[config.mk]
export PLATFORM = sky130hd
export DESIGN_NAME = alu_writeback_stage
export DESIGN_NICKNAME = d
export VERILOG_FILES = /design/src/rtl/alu_writeback_stage_pkg.sv /design/src/rtl/wb_cond_eval.sv /design/src/rtl/alu_writeback_stage.sv
export SDC_FILE = /design/constraint.sdc
export NUM_CORES = 1
export LEC_CHECK = 0
export ABC_AREA = 0
export CORE_ASPECT_RATIO = 0.5
export CORE_MARGIN = 8
export CORE_UTILIZATION = 30
export CTS_BUF_LIST = sky130_fd_sc_hd__clkbuf_16
export CTS_CLUSTER_SIZE = 24
export DETAILED_ROUTE_END_ITERATION = 12
export GPL_TIMING_DRIVEN = 1
export SLEW_MARGIN = 20
export SYNTH_ARGS = -nofsm -noshare
export SYNTH_HDL_FRONTEND = slang
export SYNTH_HIERARCHICAL = 1
export SYNTH_SLANG_ARGS = --single-unit
[constraint.sdc]
create_clock -name clk -period 3 [get_ports clk]
set_input_delay 0.6 -clock clk [delete_from_list [all_inputs] [get_ports clk]]
set_output_delay 0.6 -clock clk [all_outputs]
set_load 0.02 [all_outputs]
[src/rtl/alu_writeback_stage_pkg.sv]
// Shared types and constants for the ALU writeback stage.
// Packed ALU word layout, condition encodings and flag struct.
package alu_writeback_stage_pkg;

    localparam int DATA_W = 16;
    localparam int RD_W   = 3;
    localparam int PKT_W  = 20;

    localparam int POS_S = 16;
    localparam int POS_V = 17;
    localparam int POS_Z = 18;
    localparam int POS_C = 19;

    localparam logic [2:0] COND_BE  = 3'd0;
    localparam logic [2:0] COND_BLT = 3'd1;
    localparam logic [2:0] COND_BLE = 3'd2;
    localparam logic [2:0] COND_BNE = 3'd3;
    localparam logic [2:0] COND_AL  = 3'd4;
    localparam logic [2:0] COND_NV  = 3'd5;
    localparam logic [2:0] COND_BCS = 3'd6;
    localparam logic [2:0] COND_BCC = 3'd7;

    typedef struct packed {
        logic c;
        logic z;
        logic v;
        logic s;
    } flags_t;

    typedef struct packed {
        logic [PKT_W-1:0] pkt;
        logic [RD_W-1:0]  rd;
        logic             we;
        logic             setf;
        logic             br;
        logic [2:0]       cond;
    } wb_ent_t;

    function automatic flags_t pkt_flags(input logic [PKT_W-1:0] p);
        flags_t f;
        f.c = p[POS_C];
        f.z = p[POS_Z];
        f.v = p[POS_V];
        f.s = p[POS_S];
        return f;
    endfunction

endpackage

[src/rtl/wb_cond_eval.sv]
// Branch condition evaluator: maps a condition code and the
// committed flags to a taken/not-taken decision.
module wb_cond_eval
    import alu_writeback_stage_pkg::*;
(
    input  logic [2:0] i_cond,
    input  flags_t     i_flags,
    output logic       o_taken
);

    logic w_lt;

    assign w_lt = i_flags.s ^ i_flags.v;

    always_comb begin
        o_taken = 1'b0;
        unique case (i_cond)
            COND_BE:  o_taken = i_flags.z;
            COND_BLT: o_taken = w_lt;
            COND_BLE: o_taken = i_flags.z | w_lt;
            COND_BNE: o_taken = ~i_flags.z;
            COND_AL:  o_taken = 1'b1;
            COND_NV:  o_taken = 1'b0;
            COND_BCS: o_taken = i_flags.c;
            COND_BCC: o_taken = ~i_flags.c;
        endcase
    end

endmodule

[src/rtl/alu_writeback_stage.sv]
// Writeback stage: two-entry skid buffer feeding the register file,
// architectural flag register and registered branch resolution.
module alu_writeback_stage
    import alu_writeback_stage_pkg::*;
(
    input  logic              clk,
    input  logic              rst_n,
    input  logic              in_valid,
    output logic              in_ready,
    input  logic [PKT_W-1:0]  in_pkt,
    input  logic [RD_W-1:0]   in_rd,
    input  logic              in_we,
    input  logic              in_setf,
    input  logic              in_br,
    input  logic [2:0]        in_cond,
    output logic              out_valid,
    input  logic              out_ready,
    output logic [DATA_W-1:0] wb_data,
    output logic [RD_W-1:0]   wb_rd,
    output logic              wb_we,
    output logic [3:0]        flags_q,
    output logic              br_valid,
    output logic              br_taken
);

    wb_ent_t r_h;
    wb_ent_t r_k;
    logic    r_h_vld;
    logic    r_k_vld;
    logic    r_in_ready;
    flags_t  r_flags;
    logic    r_br_valid;
    logic    r_br_taken;

    wb_ent_t w_in;
    logic    w_acc;
    logic    w_xfer;
    logic    w_taken;

    assign w_in.pkt  = in_pkt;
    assign w_in.rd   = in_rd;
    assign w_in.we   = in_we;
    assign w_in.setf = in_setf;
    assign w_in.br   = in_br;
    assign w_in.cond = in_cond;

    assign w_acc  = in_valid & r_in_ready;
    assign w_xfer = r_h_vld & out_ready;

    // Branches see flags committed by every older packet.
    wb_cond_eval u_cond (
        .i_cond  (r_h.cond),
        .i_flags (r_flags),
        .o_taken (w_taken)
    );

    always_ff @(posedge clk or negedge rst_n) begin
        if (!rst_n) begin
            r_h        <= '0;
            r_k        <= '0;
            r_h_vld    <= 1'b0;
            r_k_vld    <= 1'b0;
            r_in_ready <= 1'b1;
        end else if (w_xfer) begin
            if (r_k_vld) begin
                r_h        <= r_k;
                r_k_vld    <= 1'b0;
                r_in_ready <= 1'b1;
            end else if (w_acc) begin
                r_h <= w_in;
            end else begin
                r_h_vld <= 1'b0;
            end
        end else if (w_acc) begin
            if (!r_h_vld) begin
                r_h     <= w_in;
                r_h_vld <= 1'b1;
            end else begin
                r_k        <= w_in;
                r_k_vld    <= 1'b1;
                r_in_ready <= 1'b0;
            end
        end
    end

    always_ff @(posedge clk or negedge rst_n) begin
        if (!rst_n) begin
            r_flags    <= '0;
            r_br_valid <= 1'b0;
            r_br_taken <= 1'b0;
        end else begin
            r_br_valid <= 1'b0;
            if (w_xfer && r_h.br) begin
                r_br_valid <= 1'b1;
                r_br_taken <= w_taken;
            end else if (w_xfer && r_h.setf) begin
                r_flags <= pkt_flags(r_h.pkt);
            end
        end
    end

    assign in_ready  = r_in_ready;
    assign out_valid = r_h_vld;
    assign wb_data   = r_h.pkt[DATA_W-1:0];
    assign wb_rd     = r_h.rd;
    assign wb_we     = r_h_vld & r_h.we & ~r_h.br;
    assign flags_q   = r_flags;
    assign br_valid  = r_br_valid;
    assign br_taken  = r_br_taken;

endmodule

# ---- Word level (Yosys, flattened, before mapping)
# Index checks and enable logic that the tools add are counted.
dict set report word_totals {
  reg_bits 67
  inputBits 33
  output_inout_bits 28
  wordCells 73
}
dict set report classes {
  eq_ne 11
  n_mux 18
  bitwise_logic 11
  n_reduce_logical 12
}
# cell count
set ops {}
lappend ops {{$mux 29} 5}
lappend ops {{$eq 3x3->1 const B} 4}
lappend ops {{$mux 1} 12}
lappend ops {{$reduce_and 3->1} 4}
lappend ops {{$pmux 1 s8} 1}
lappend ops {{$eq 3x2->1 const B} 2}
lappend ops {{$ne 2x2->1 const B} 3}
lappend ops {{$reduce_bool 2->1} 3}
lappend ops {{$not 1->1} 5}
lappend ops {{$and 1x1->1} 4}
lappend ops {{$reduce_and 2->1} 2}
lappend ops {{$eq 3x1->1 const B} 1}
lappend ops {{$logic_not 3->1} 1}
lappend ops {{$logic_and 1x1->1} 2}
lappend ops {{$ne 2x1->1 const B} 1}
lappend ops {{$or 1x1->1} 1}
lappend ops {{$xor 1x1->1} 1}

# ---- Depth between registers and ports, before layout
# Gate-level depths: netlist of run 1.
dict set report logic_depth {
  depth_word 4
  mapped_depth 6
}

# ---- Hierarchy
# The synthesis of run 1 kept the hierarchy.
# mod n_inst cells_per_inst area_per_inst_um2
set modules_own_cells {}
lappend modules_own_cells {alu_writeback_stage 1 203 3258.1}
lappend modules_own_cells {wb_cond_eval 1 10 78.8}

# ---- Worst setup path before layout of run 1
# No wires, ideal clock.
dict set report synth_timing {
  kind {reg2reg}
  start {reg r_in_ready, in the netlist in_ready}
  end {reg r_h (netlist bit wb_data[10])}
  setup_ps 125
  t_arrival_ps 1499
  setup_slack_ps 1376
  stages_incl_launch_ff 6
  n_path_buf 2
  path_cell_list {dfstp_2 nand2_1 a22oi_2 buf_6 buf_6 mux2_4}
}
dict set report synth_between {
  elab_chain_len 3
  elab_cells_between_ends 4
  classes_between {bitwise: 1; reduce/logical: 3}
}
# item line
set synth_rtl {}
lappend synth_rtl {{start: declaration} alu_writeback_stage.sv:30} ;# logic r_in_ready;
lappend synth_rtl {{start signal: assignment} alu_writeback_stage.sv:63} ;# r_in_ready <= 1'b1;
lappend synth_rtl {{start signal: assignment} alu_writeback_stage.sv:68} ;# r_in_ready <= 1'b1;
lappend synth_rtl {{start signal: assignment} alu_writeback_stage.sv:81} ;# r_in_ready <= 1'b0;
lappend synth_rtl {{$and 1x1->1 (*)} alu_writeback_stage.sv:47} ;# assign w_acc = in_valid & r_in_ready;
lappend synth_rtl {{$reduce_bool 2->1 (no line)} n/a}
lappend synth_rtl {{$reduce_and 3->1 (no line) (*)} n/a}
lappend synth_rtl {{end signal: assignment} alu_writeback_stage.sv:66} ;# r_h <= r_k;
lappend synth_rtl {{end signal: assignment} alu_writeback_stage.sv:70} ;# r_h <= w_in;
lappend synth_rtl {{end signal: assignment} alu_writeback_stage.sv:76} ;# r_h <= w_in;
lappend synth_rtl {{end: declaration} alu_writeback_stage.sv:26} ;# wb_ent_t r_h;
# Mark *: on every way between the ends. The rest lies on a longest branch, timed or not.
# A chain may end at the register's enable or synchronous reset.

# ---- Worst setup path after layout of run 1
dict set report layout_timing {
  start {reg r_h_vld, in the netlist out_valid}
  end {out wb_we}
}
dict set report layout_between {
  elab_chain_len 2
}
# item line
set layout_rtl {}
lappend layout_rtl {{start: declaration} alu_writeback_stage.sv:28} ;# logic r_h_vld;
lappend layout_rtl {{start signal: assignment} alu_writeback_stage.sv:61} ;# r_h_vld <= 1'b0;
lappend layout_rtl {{start signal: assignment} alu_writeback_stage.sv:72} ;# r_h_vld <= 1'b0;
lappend layout_rtl {{start signal: assignment} alu_writeback_stage.sv:77} ;# r_h_vld <= 1'b1;
lappend layout_rtl {{$and 1x1->1 (2 in series)} alu_writeback_stage.sv:106} ;# assign wb_we = r_h_vld & r_h.we & ~r_h.br;
lappend layout_rtl {{end: declaration} alu_writeback_stage.sv:20} ;# output logic wb_we,
# Every way passes these cells.

==> metrics.md, run 1 <==
| Metric | Value |
|---|---|
| Result of the run | `finished, final reports clean` |
| Global router's overall resource usage | `9.458%` |
| Required @ worst endpoint | `2.40 ns` |
| WP data arrival | `1.69 ns` |
| Detailed-route DRC error count | `0` |
| Post-detailed-route via-to-cell ratio | `4.359` |
| Delay of the slowest critical-path stage | `0.60 ns` |
| Syn Inst Count | `213` |
| Number of clock sinks | `67` |
| Clock Root Buffer | `clkbuf_16` |
| Number of detailed-route iterations in the first pass | `4` |
| Worst vdd ir | `0.3205 mV` |
| Ant. Diodes | `0` |
| Floorplan row count | `27` |
| Number of distinct library cells after synthesis | `23` |
| Kind of launch point of the worst setup path | `flop` |
| Worst Setup End Kind | `output pin` |
| Most common library cell in the layout ignoring fill and taps | `dfrtp_1` |
| Setup-failing EPs final | `0` |
| Number of pins with negative max-slew slack in the final report | `0` |
| Post-Route Skew | `0.005164 ns` |
| Number of flops mapped to enable cells by yosys | `0` |
| Worst Reg2Reg Path Length in Cells | `4` |
| Initial antenna violation count | `0` |
| Worst-case hold slack | `0.3354 ns` |
| Nets@finish | `295` |
| Nets in the synthesized netlist | `246` |
| Post-DP HPWL | `4659 um` |
| Die boundary width | `165.2 um` |
| Commonest cells after routing, fill and taps aside | `66 x dfrtp_1, 59 x mux2_4, 59 x clkdlybuf4s50_1` |
| Reg clk slew, reported paths | `0.05 ns` |
| Slowest cell on the critical path | `clkdlybuf4s50_1` |
| Area of the die | `14960 sq um` |
| CTS H-tree depth | `3` |
| CTS-repair resized insts | `0` |
| Post-synth ARST share | `100.0%` |
| Starting Density | `30.58%` |
| Post-route cell area | `4312 sq um` |
| Maximum clock frequency | `437.3 MHz` |
| Area growth syn-to-layout | `29.21%` |
| Startpoint-to-endpoint class of the critical path | `reg2out` |
| Primary flip-flop cell chosen by synthesis mapping | `dfrtp_1` |
| CP max FO | `11` |
| Total negative slack | `0 ns` |
| Final Hold Fails | `0` |
| Post-CTS Setup Bufs | `0` |
| Fraction of final layout cells with drive strength greater than 1 | `44.94%` |
| Detail Route Antenna Nets | `0` |
| Via count | `1796` |
| Count of pins on the block boundary | `61` |
| Seq cells post-synth | `67` |
| Wire per inst | `15.74 um` |
| Hold-fix buffers, CTS | `0` |
| Instance area at placement | `3946 sq um` |
| WL final | `6486 um` |
| DRC violation total after the first TritonRoute iteration | `111` |
| Area of the core | `10910 sq um` |
| Maximum number of pins on one net before global-route repair | `38` |
| Cell area after synthesis | `3337 sq um` |
| Leakage power | `2.084 nW` |
| # Max-Cap Violations | `0` |
| CTS tree | `yes` |
| Routability congestion estimate | `0.6883` |
| Post-placement cell count | `396` |
| Clk buf depth | `2` |
| Clock insertion delay at the later pin of the skew report | `0.33 ns` |
| First-pass GRT wire length | `10920 um` |
| Number of buffers created by CTS | `9` |
| Least-Margin Pin Slew | `0.7286 ns` |
| Worst-case headroom to the max-slew limit | `51.43%` |
| Count of fill cells added during filler insertion | `1021` |
| Share of synthesized area occupied by flip-flops and latches | `50.28%` |
| Series of cell instances along the critical path | `and3b_1 -> clkdlybuf4s50_1` |
| Number of global-route vias before repair | `2083` |
| Power per cell area | `554.0 nW/um^2` |
| Final critical-path share of the clock period | `76.22%` |
| Final period demand of the worst path | `2.287 ns` |
| Total of buffers placed on input and output ports | `60` |
| Synth warnings | `6` |
| Final non-filler cell total | `412` |
| Total global routing overflow | `0` |
| Die height | `90.58 um` |
| Mean instance size in the synthesized netlist | `15.67 sq um` |
| Setup repair after global routing missed its margin | `false` |
| Class of the tightest hold or removal check | `in2async` |
-- synthesized netlist by cell type, types with 2 or more instances --
master    number  area [sq um]
buf_4         20         150.1
dfrtp_1       66          1652
inv_1          3         11.26
buf_6          6         67.56
buf_2          3         15.01
a31oi_1        2         12.51
mux2_2        34         382.9
nand2_1        5         18.77
mux2_4        59         885.9
nand4b_1       2         17.52
-- routing by layer --
metal / vias to the layer above / global-route usage [%] / wire length [um]
li1: 831 / - / -
met1: 933 / 9.950 / 2625
met2: 28 / 15.88 / 3359
met3: 4 / 4.823 / 425
met4: 0 / 3.577 / 75
met5: - / 0 / 0
-- final timing paths --
check	from	end	slack [ns]
setup / recovery	out_valid	wb_we	0.71
setup reg to reg	out_valid	wb_rd[0]	1.32
max in group asynchronous	rst_n	in_ready	1.95
hold / removal	rst_n	r_k[27]	0.34
min in group clk	in_ready	in_ready	0.48
hold reg to reg	in_ready	in_ready	0.48
-- registers in the layout, summed over array words and instances, names as in the netlist --
signal     cells
r_h           10
r_k_vld        1
br_taken       1
in_ready       1
wb_rd          3
out_valid      1
wb_data       16
r_k           29
br_valid       1
flags_q        4
-- worst max-delay path: cells and delay by family (launching register included) --
family	cells	cell delay, ns
buf+inv	1	0.60
flops	1	0.54
simple gates	1	0.22
-- report_power, final --
| group | total, mW | internal, mW | switching, mW |
|---|---|---|---|
| clock | 1.27 | 0.893 | 0.377 |
| sequential | 0.938 | 0.924 | 0.0137 |
| combinational | 0.180 | 0.113 | 0.0668 |
| total | 2.39 | 1.93 | 0.457 |
-- final cells by class --
cell class	instances	area [sq um]	share of cell area, %
flip-flops and latches	67	1678	38.91
multi-input cells	114	1415	32.82
repair buffers	67	660.6	15.32
clock buffers	9	225.2	5.223
well taps	145	181.4	4.208
clock inverters	7	140.1	3.250
inverters	3	11.26	0.2612
-- stage by stage --
stage / utilization [%] / setup slack, ns / power (mW)
floorplan: - / 1.376 / 1.048
global placement: 36.17 / 0.7486 / 1.133
detailed placement: 36.17 / 0.6838 / 1.137
CTS: 39.51 / 0.6862 / 2.424
global route: 39.51 / 0.6069 / 2.480
finish: 39.51 / 0.7133 / 2.389
-- cells by family (layout without fill, tap and decap cells) --
kind of cell           count (synthesis)  in the layout  synth area share (%)
AND/OR/NAND/NOR                       12             12                 2.250
XOR/XNOR                               1              1                0.2625
multiplexers                          94             94                 38.32
flip-flops                            67             67                 50.28
buffers and inverters                 32             86                 7.311
AO/OA/AOI/OAI                          7              7                 1.574
(Power assumes the default switching activity.)
==> inputs of run 2 (changes only) <==
clock period = 1.9 ns   (was 3 ns; I/O delays follow)
==> metrics.md, run 2 (synthesis results as in run 1) <==
| Metric | Value |
|---|---|
| Floorplan row count | `27 (unchanged)` |
| Net load switching power | `0.7192 mW (was 0.4574 mW)` |
| Number of pins with negative max-slew slack in the final report | `0 (unchanged)` |
| Post-DP HPWL | `4859 um (was 4659 um)` |
| Final non-filler cell total | `417 (was 412)` |
| Instance area at placement | `4026 sq um (was 3946 sq um)` |
| Fraction of power spent switching nets | `22.21% (was 19.15%)` |
| Delay of the slowest critical-path stage | `0.65 ns (was 0.60 ns)` |
| Origin of the worst setup path | `out_valid (unchanged)` |
| Final Hold Fails | `0 (unchanged)` |
| Post-Route Skew | `0.005734 ns (was 0.005164 ns)` |
| Worst setup slack for register-to-register paths | `0.32 ns (was 1.32 ns)` |
| Worst Setup End Kind | `output pin (unchanged)` |
| Least-Margin Pin Slew | `0.3127 ns (was 0.7286 ns)` |
| Capturing element of the worst setup path | `out_valid (was wb_we)` |
| Commonest cells after routing, fill and taps aside | `66 x dfrtp_1, 59 x mux2_4, 57 x clkdlybuf4s50_1 (was 66 x dfrtp_1, 59 x mux2_4, 59 x clkdlybuf4s50_1)` |
| CP top delay family | `buffers and inverters (unchanged)` |
| Area of the core | `10910 sq um (unchanged)` |
| Total of buffers placed on input and output ports | `60 (unchanged)` |
| Fraction of final layout cells with drive strength greater than 1 | `45.22% (was 44.94%)` |
| CTS H-tree depth | `3 (unchanged)` |
| DRC violation total after the first TritonRoute iteration | `57 (was 111)` |
| Starting Density | `30.58% (unchanged)` |
| Clock insertion delay at the later pin of the skew report | `0.32 ns (was 0.33 ns)` |
| Worst Reg2Reg Path Length in Cells | `5 (was 4)` |
| Wire per inst | `15.81 um (was 15.74 um)` |
| Number of global-route vias before repair | `2058 (was 2083)` |
| Number of logic stages on the critical path including buffering | `1 (was 2)` |
| Routability congestion estimate | `0.7192 (was 0.6883)` |
| Post-placement cell count | `400 (was 396)` |
| Final period demand of the worst path | `1.787 ns` |
| Number of detailed-route iterations in the first pass | `4 (unchanged)` |
| Worst-case headroom to the max-slew limit | `79.15% (was 51.43%)` |
| Post-CTS Setup Bufs | `0 (unchanged)` |
| Worst vdd ir | `0.4506 mV (was 0.3205 mV)` |
| # Max-Cap Violations | `0 (unchanged)` |
| Area growth syn-to-layout | `28.95% (was 29.21%)` |
| Count of pins on the block boundary | `61 (unchanged)` |
| Result of the run | `finished, final reports clean (unchanged)` |
| Slowest cell on the critical path | `clkdlybuf4s50_1 (unchanged)` |
| Destination of the worst register-to-register timing path | `wb_data[10] (was wb_rd[0])` |
| Reg clk slew, reported paths | `0.05 ns (about the same)` |
| Class of the tightest hold or removal check | `in2async (unchanged)` |
| Buffering stage count on the worst path with inverters included | `1 (unchanged)` |
| Post-detailed-route via-to-cell ratio | `4.403 (was 4.359)` |
| Required @ worst endpoint | `1.52 ns (was 2.40 ns)` |
| Post-route cell area | `4303 sq um (was 4312 sq um)` |
| Number of buffers created by CTS | `9 (unchanged)` |
| WP data arrival | `1.41 ns (was 1.69 ns)` |
| Post-Route Utilization | `39.43% (was 39.51%)` |
| Maximum clock frequency | `559.6 MHz` |
| Total negative slack | `0 ns (unchanged)` |
| CP max FO | `5 (was 11)` |
| Nets@finish | `300 (was 295)` |
| Series of cell instances along the critical path | `clkdlybuf4s50_1 (was and3b_1 -> clkdlybuf4s50_1)` |
| Die height | `90.58 um (unchanged)` |
| WL final | `6593 um (was 6486 um)` |
| Setup-failing EPs final | `0 (unchanged)` |
| CTS tree | `yes (unchanged)` |
| Combinational power share | `8.9% (was 7.5%)` |
| Sequential fraction of design power | `45.8% (was 39.3%)` |
| Detailed-route DRC error count | `0 (unchanged)` |
| Detail Route Antenna Nets | `0 (unchanged)` |
| Setup repair after global routing missed its margin | `false (unchanged)` |
| Clk buf depth | `2 (unchanged)` |
| Largest register FFs | `29 (unchanged)` |
| Initial antenna violation count | `0 (unchanged)` |
| Clock Root Buffer | `clkbuf_16 (unchanged)` |
| Die boundary width | `165.2 um (unchanged)` |
| Leakage power | `2.105 nW (was 2.084 nW)` |
| Register with the highest flop count | `r_k (unchanged)` |
| Power per cell area | `752.5 nW/um^2 (was 554.0 nW/um^2)` |
| Via count | `1836 (was 1796)` |
| Final critical-path share of the clock period | `94.05%` |
| Clock group share of total power | `45.3% (was 53.2%)` |
| Cell Int Power | `2.519 mW (was 1.931 mW)` |
| Total global routing overflow | `0 (unchanged)` |
| Kind of launch point of the worst setup path | `flop (unchanged)` |
| Number of clock sinks | `67 (unchanged)` |
| Maximum number of pins on one net before global-route repair | `56 (was 38)` |
| Launch point of the worst reg-to-reg path | `out_valid (unchanged)` |
| First-pass GRT wire length | `10950 um (was 10920 um)` |
| Global router's overall resource usage | `9.444% (was 9.458%)` |
| Area of the die | `14960 sq um (unchanged)` |
| Startpoint-to-endpoint class of the critical path | `reg2out (unchanged)` |
| Ant. Diodes | `0 (unchanged)` |
| Most common library cell in the layout ignoring fill and taps | `dfrtp_1 (unchanged)` |
[run 2: cell count changes in the layout (fill, tap and decap cells not counted), moves of 2 or more]
| cell | before | now |
|---|---|---|
| buf_12 | 1 | 5 |
| clkinv_2 | 0 | 2 |
| clkdlybuf4s50_1 | 59 | 57 |
| bufinv_16 | 4 | 0 |
| dlygate4sd2_1 | 0 | 2 |
[run 2: area by class of cell]
type / instances / area, sq um
clock buffer: 9 / 225.2
clock inverter: 7 / 43.79
fill: 1021 / 6609
inverter: 3 / 11.26
multi-input combinational: 114 / 1415
sequential: 67 / 1678
tap: 145 / 181.4
timing repair buffer: 72 / 748.2
[run 2: through the flow]
stage	hold WS [ns]	worst slack (ns)	power, mW
final	0.4875	0.1131	3.238
after global routing	0.4973	0.04874	3.384
after CTS	0.4897	0.08110	3.299
after detailed placement	0.2913	-0.06385	1.799
after global placement	0.2816	-0.04766	1.790
after floorplan	0.08441	0.2759	1.655
[run 2: power groups by stage]
stage                     sequential (mW)  combinational, mW  clock [mW]
after CTS                            1.48              0.295        1.52
after floorplan                      1.50              0.156           0
after global placement               1.50              0.285           0
after global routing                 1.49              0.309        1.59
after detailed placement             1.51              0.292           0
final                                1.48              0.288        1.47
[run 2: worst min path at each step]
| stage | endpoint | start | depth (start not counted) | slack [ns] |
|---|---|---|---|---|
| 2_1_floorplan | br_taken | rst_n | 0 | 0.08 |
| 3_3_place_gp | wb_rd[0] | rst_n | 1 | 0.28 |
| 3_5_place_dp | r_k[7] | rst_n | 1 | 0.29 |
| 4_1_cts | in_ready | in_ready | 2 | 0.49 |
| 5_1_grt | r_k[7] | rst_n | 2 | 0.50 |
| 6_report | r_k[7] | rst_n | 2 | 0.49 |
[run 2: timing repair]
| action | 4_1_cts | 5_1_grt |
|---|---|---|
| endpoints found under the hold margin | 12 | 0 |
| gates resized for setup | 2 | 0 |
| endpoints found under the setup margin | 2 | 0 |
| hold buffers | 1 | 0 |
[run 2: layer usage]
| layer | vias up | global-route usage, % | wire [um] | share of wire [%] |
|---|---|---|---|---|
| met3 | 10 | 4.595 | 446 | 6.8 |
| met2 | 32 | 16.49 | 3442 | 52 |
| met1 | 946 | 9.632 | 2601 | 39 |
| met5 | - | 0 | 0 | 0 |
| met4 | 0 | 3.353 | 103 | 1.6 |
| li1 | 848 | - | - | - |
==> inputs of run 3 (changes only) <==
CORE_MARGIN = unset   (was 8)
==> metrics.md, run 3 (synthesis results as in run 1) <==
| Metric | Value |
|---|---|
| Hold-fix buffers, CTS | `0 (was 1)` |
| Required @ worst endpoint | `1.52 ns (about the same)` |
| Delay of the slowest critical-path stage | `0.64 ns (was 0.65 ns)` |
| Area of the die | `11570 sq um (was 14960 sq um)` |
| Clock Root Buffer | `clkbuf_16 (unchanged)` |
| First-pass GRT wire length | `10430 um (was 10950 um)` |
| Nets@finish | `299 (was 300)` |
| Count of fill cells added during filler insertion | `952 (was 1021)` |
| WL final | `6138 um (was 6593 um)` |
| Die boundary width | `151.2 um (was 165.2 um)` |
| Number of clock sinks | `67 (unchanged)` |
| Detailed-route DRC error count | `0 (unchanged)` |
| Power per cell area | `891.8 nW/um^2 (was 752.5 nW/um^2)` |
| Maximum number of pins on one net before global-route repair | `39 (was 56)` |
| Worst Setup End Kind | `output pin (unchanged)` |
| Buffering stage count on the worst path with inverters included | `1 (unchanged)` |
| # Max-Cap Violations | `0 (unchanged)` |
| Post-CTS Setup Bufs | `0 (unchanged)` |
| Wire per inst | `14.93 um (was 15.81 um)` |
| Number of detailed-route iterations in the first pass | `4 (unchanged)` |
| Final Hold Fails | `1 (was 0)` |
| Commonest cells after routing, fill and taps aside | `66 x dfrtp_1, 59 x mux2_4, 57 x clkdlybuf4s50_1 (unchanged)` |
| Register with the highest flop count | `r_k (unchanged)` |
| WP data arrival | `1.37 ns (was 1.41 ns)` |
| Count of pins on the block boundary | `61 (unchanged)` |
| Class of the tightest hold or removal check | `in2async (unchanged)` |
| Starting Density | `31.76% (was 30.58%)` |
| Fraction of final layout cells with drive strength greater than 1 | `45.76% (was 45.22%)` |
| CP top delay family | `buffers and inverters (unchanged)` |
| Via count | `1805 (was 1836)` |
| Detail Route Antenna Nets | `0 (unchanged)` |
| Largest register FFs | `29 (unchanged)` |
| Kind of launch point of the worst setup path | `flop (unchanged)` |
| Ant. Diodes | `0 (unchanged)` |
| Leakage power | `2.162 nW (was 2.105 nW)` |
| Initial antenna violation count | `0 (unchanged)` |
| Post-DP HPWL | `4304 um (was 4859 um)` |
| Clock insertion delay at the later pin of the skew report | `0.32 ns (about the same)` |
| Violations in the final reports | `negative hold slack` |
| Floorplan row count | `26 (was 27)` |
| Final critical-path share of the clock period | `92.12% (was 94.05%)` |
| Total global routing overflow | `0 (unchanged)` |
| Worst-case hold slack | `-0.0009988 ns (was 0.4875 ns)` |
| Destination of the worst register-to-register timing path | `wb_data[11] (was wb_data[10])` |
| Total of buffers placed on input and output ports | `60 (unchanged)` |
| Launch point of the worst reg-to-reg path | `out_valid (unchanged)` |
| Area growth syn-to-layout | `31.76% (was 28.95%)` |
| Series of cell instances along the critical path | `clkdlybuf4s50_1 (unchanged)` |
| Global router's overall resource usage | `11.85% (was 9.444%)` |
| Final total power | `3.921 mW (was 3.238 mW)` |
| Result of the run | `complete, but fails checks (was finished, final reports clean)` |
| Least-Margin Pin Slew | `0.4490 ns (was 0.3127 ns)` |
| DRC violation total after the first TritonRoute iteration | `55 (was 57)` |
| Setup repair after global routing missed its margin | `false (unchanged)` |
| Reg clk slew, reported paths | `0.05 ns (about the same)` |
| Number of pins with negative max-slew slack in the final report | `0 (unchanged)` |
| Clk buf depth | `2 (unchanged)` |
| Slowest cell on the critical path | `clkdlybuf4s50_1 (unchanged)` |
| Worst vdd ir | `0.4033 mV (was 0.4506 mV)` |
| Routability congestion estimate | `0.7400 (was 0.7192)` |
| Maximum clock frequency | `571.3 MHz (was 559.6 MHz)` |
| Worst Reg2Reg Path Length in Cells | `5 (unchanged)` |
| Post-Route Utilization | `41.84% (was 39.43%)` |
| Startpoint-to-endpoint class of the critical path | `reg2out (unchanged)` |
| Setup-failing EPs final | `0 (unchanged)` |
| Area of the core | `10510 sq um (was 10910 sq um)` |
| CTS H-tree depth | `3 (unchanged)` |
| Number of global-route vias before repair | `1970 (was 2058)` |
| Post-Route Skew | `0.003495 ns (was 0.005734 ns)` |
| CP max FO | `4 (was 5)` |
| Die height | `76.58 um (was 90.58 um)` |
| CTS tree | `yes (unchanged)` |
| Worst-case headroom to the max-slew limit | `70.06% (was 79.15%)` |
| Most common library cell in the layout ignoring fill and taps | `dfrtp_1 (unchanged)` |
| Worst setup slack for register-to-register paths | `0.32 ns (about the same)` |
| Number of buffers created by CTS | `9 (unchanged)` |
| Final period demand of the worst path | `1.750 ns (was 1.787 ns)` |
| Post-detailed-route via-to-cell ratio | `4.392 (was 4.403)` |
run 3: timing repair:
action / 4_1_cts / 5_1_grt
setup endpoints to repair: 1 / 1
gates resized for setup: 1 / 1
cloned: 0 / 0
run 3: how the worst max path moves through the flow:
stage / depth (start not counted) / end / from / slack [ns]
floorplan: 5 / wb_data[10] / in_ready / 0.28
global placement: 5 / wb_data[9] / out_ready / -0.04
detailed placement: 5 / wb_data[13] / out_ready / -0.06
CTS: 1 / in_ready / in_ready / 0.003
global route: 1 / out_valid / out_valid / 0.09
finish: 1 / out_valid / out_valid / 0.15
run 3: final cells by class:
class,count,area (sq um),area share [%]
Timing Repair Buffer,71,729.5,16.59
Sequential cell,67,1678,38.16
Inverter,3,11.26,0.2561
Tap cell,140,175.2,3.984
Multi-Input combinational cell,114,1415,32.19
Clock inverter,7,162.7,3.699
Clock buffer,9,225.2,5.122
run 3: where the power goes:
part	total, mW	leakage, nW	switching, mW	internal (mW)
Combinational	0.288	1.11	0.105	0.183
Clock	2.15	0.188	0.604	1.55
Sequential	1.48	0.865	0.0227	1.46
run 3: stage by stage:
step / instance area, sq um / std cells / hold slack (ns) / setup TNS (ns) / setup slack (ns)
global placement: 4008 / 395 / 0.3520 / -0.9694 / -0.04256
finish: 4397 / 411 / -0.0009988 / 0 / 0.1497
global route: 4397 / 411 / 0.02361 / 0 / 0.09216
CTS: 4394 / 411 / 0.003642 / 0 / 0.002618
detailed placement: 4008 / 395 / 0.3561 / -1.238 / -0.05570
floorplan: 3337 / 213 / 0.08441 / 0 / 0.2759
run 3: per-layer routing:
layer  part of all wire (%)  GRT usage [%]  wire (um)  vias to the layer above
met1                     44          14.61       2730                      927
met2                     51          19.13       3112                       27
li1                       -              -          -                      844
met3                    3.3          3.533        205                        7
met4                    1.4          5.100         89                        0
met5                      0              0          0                        -
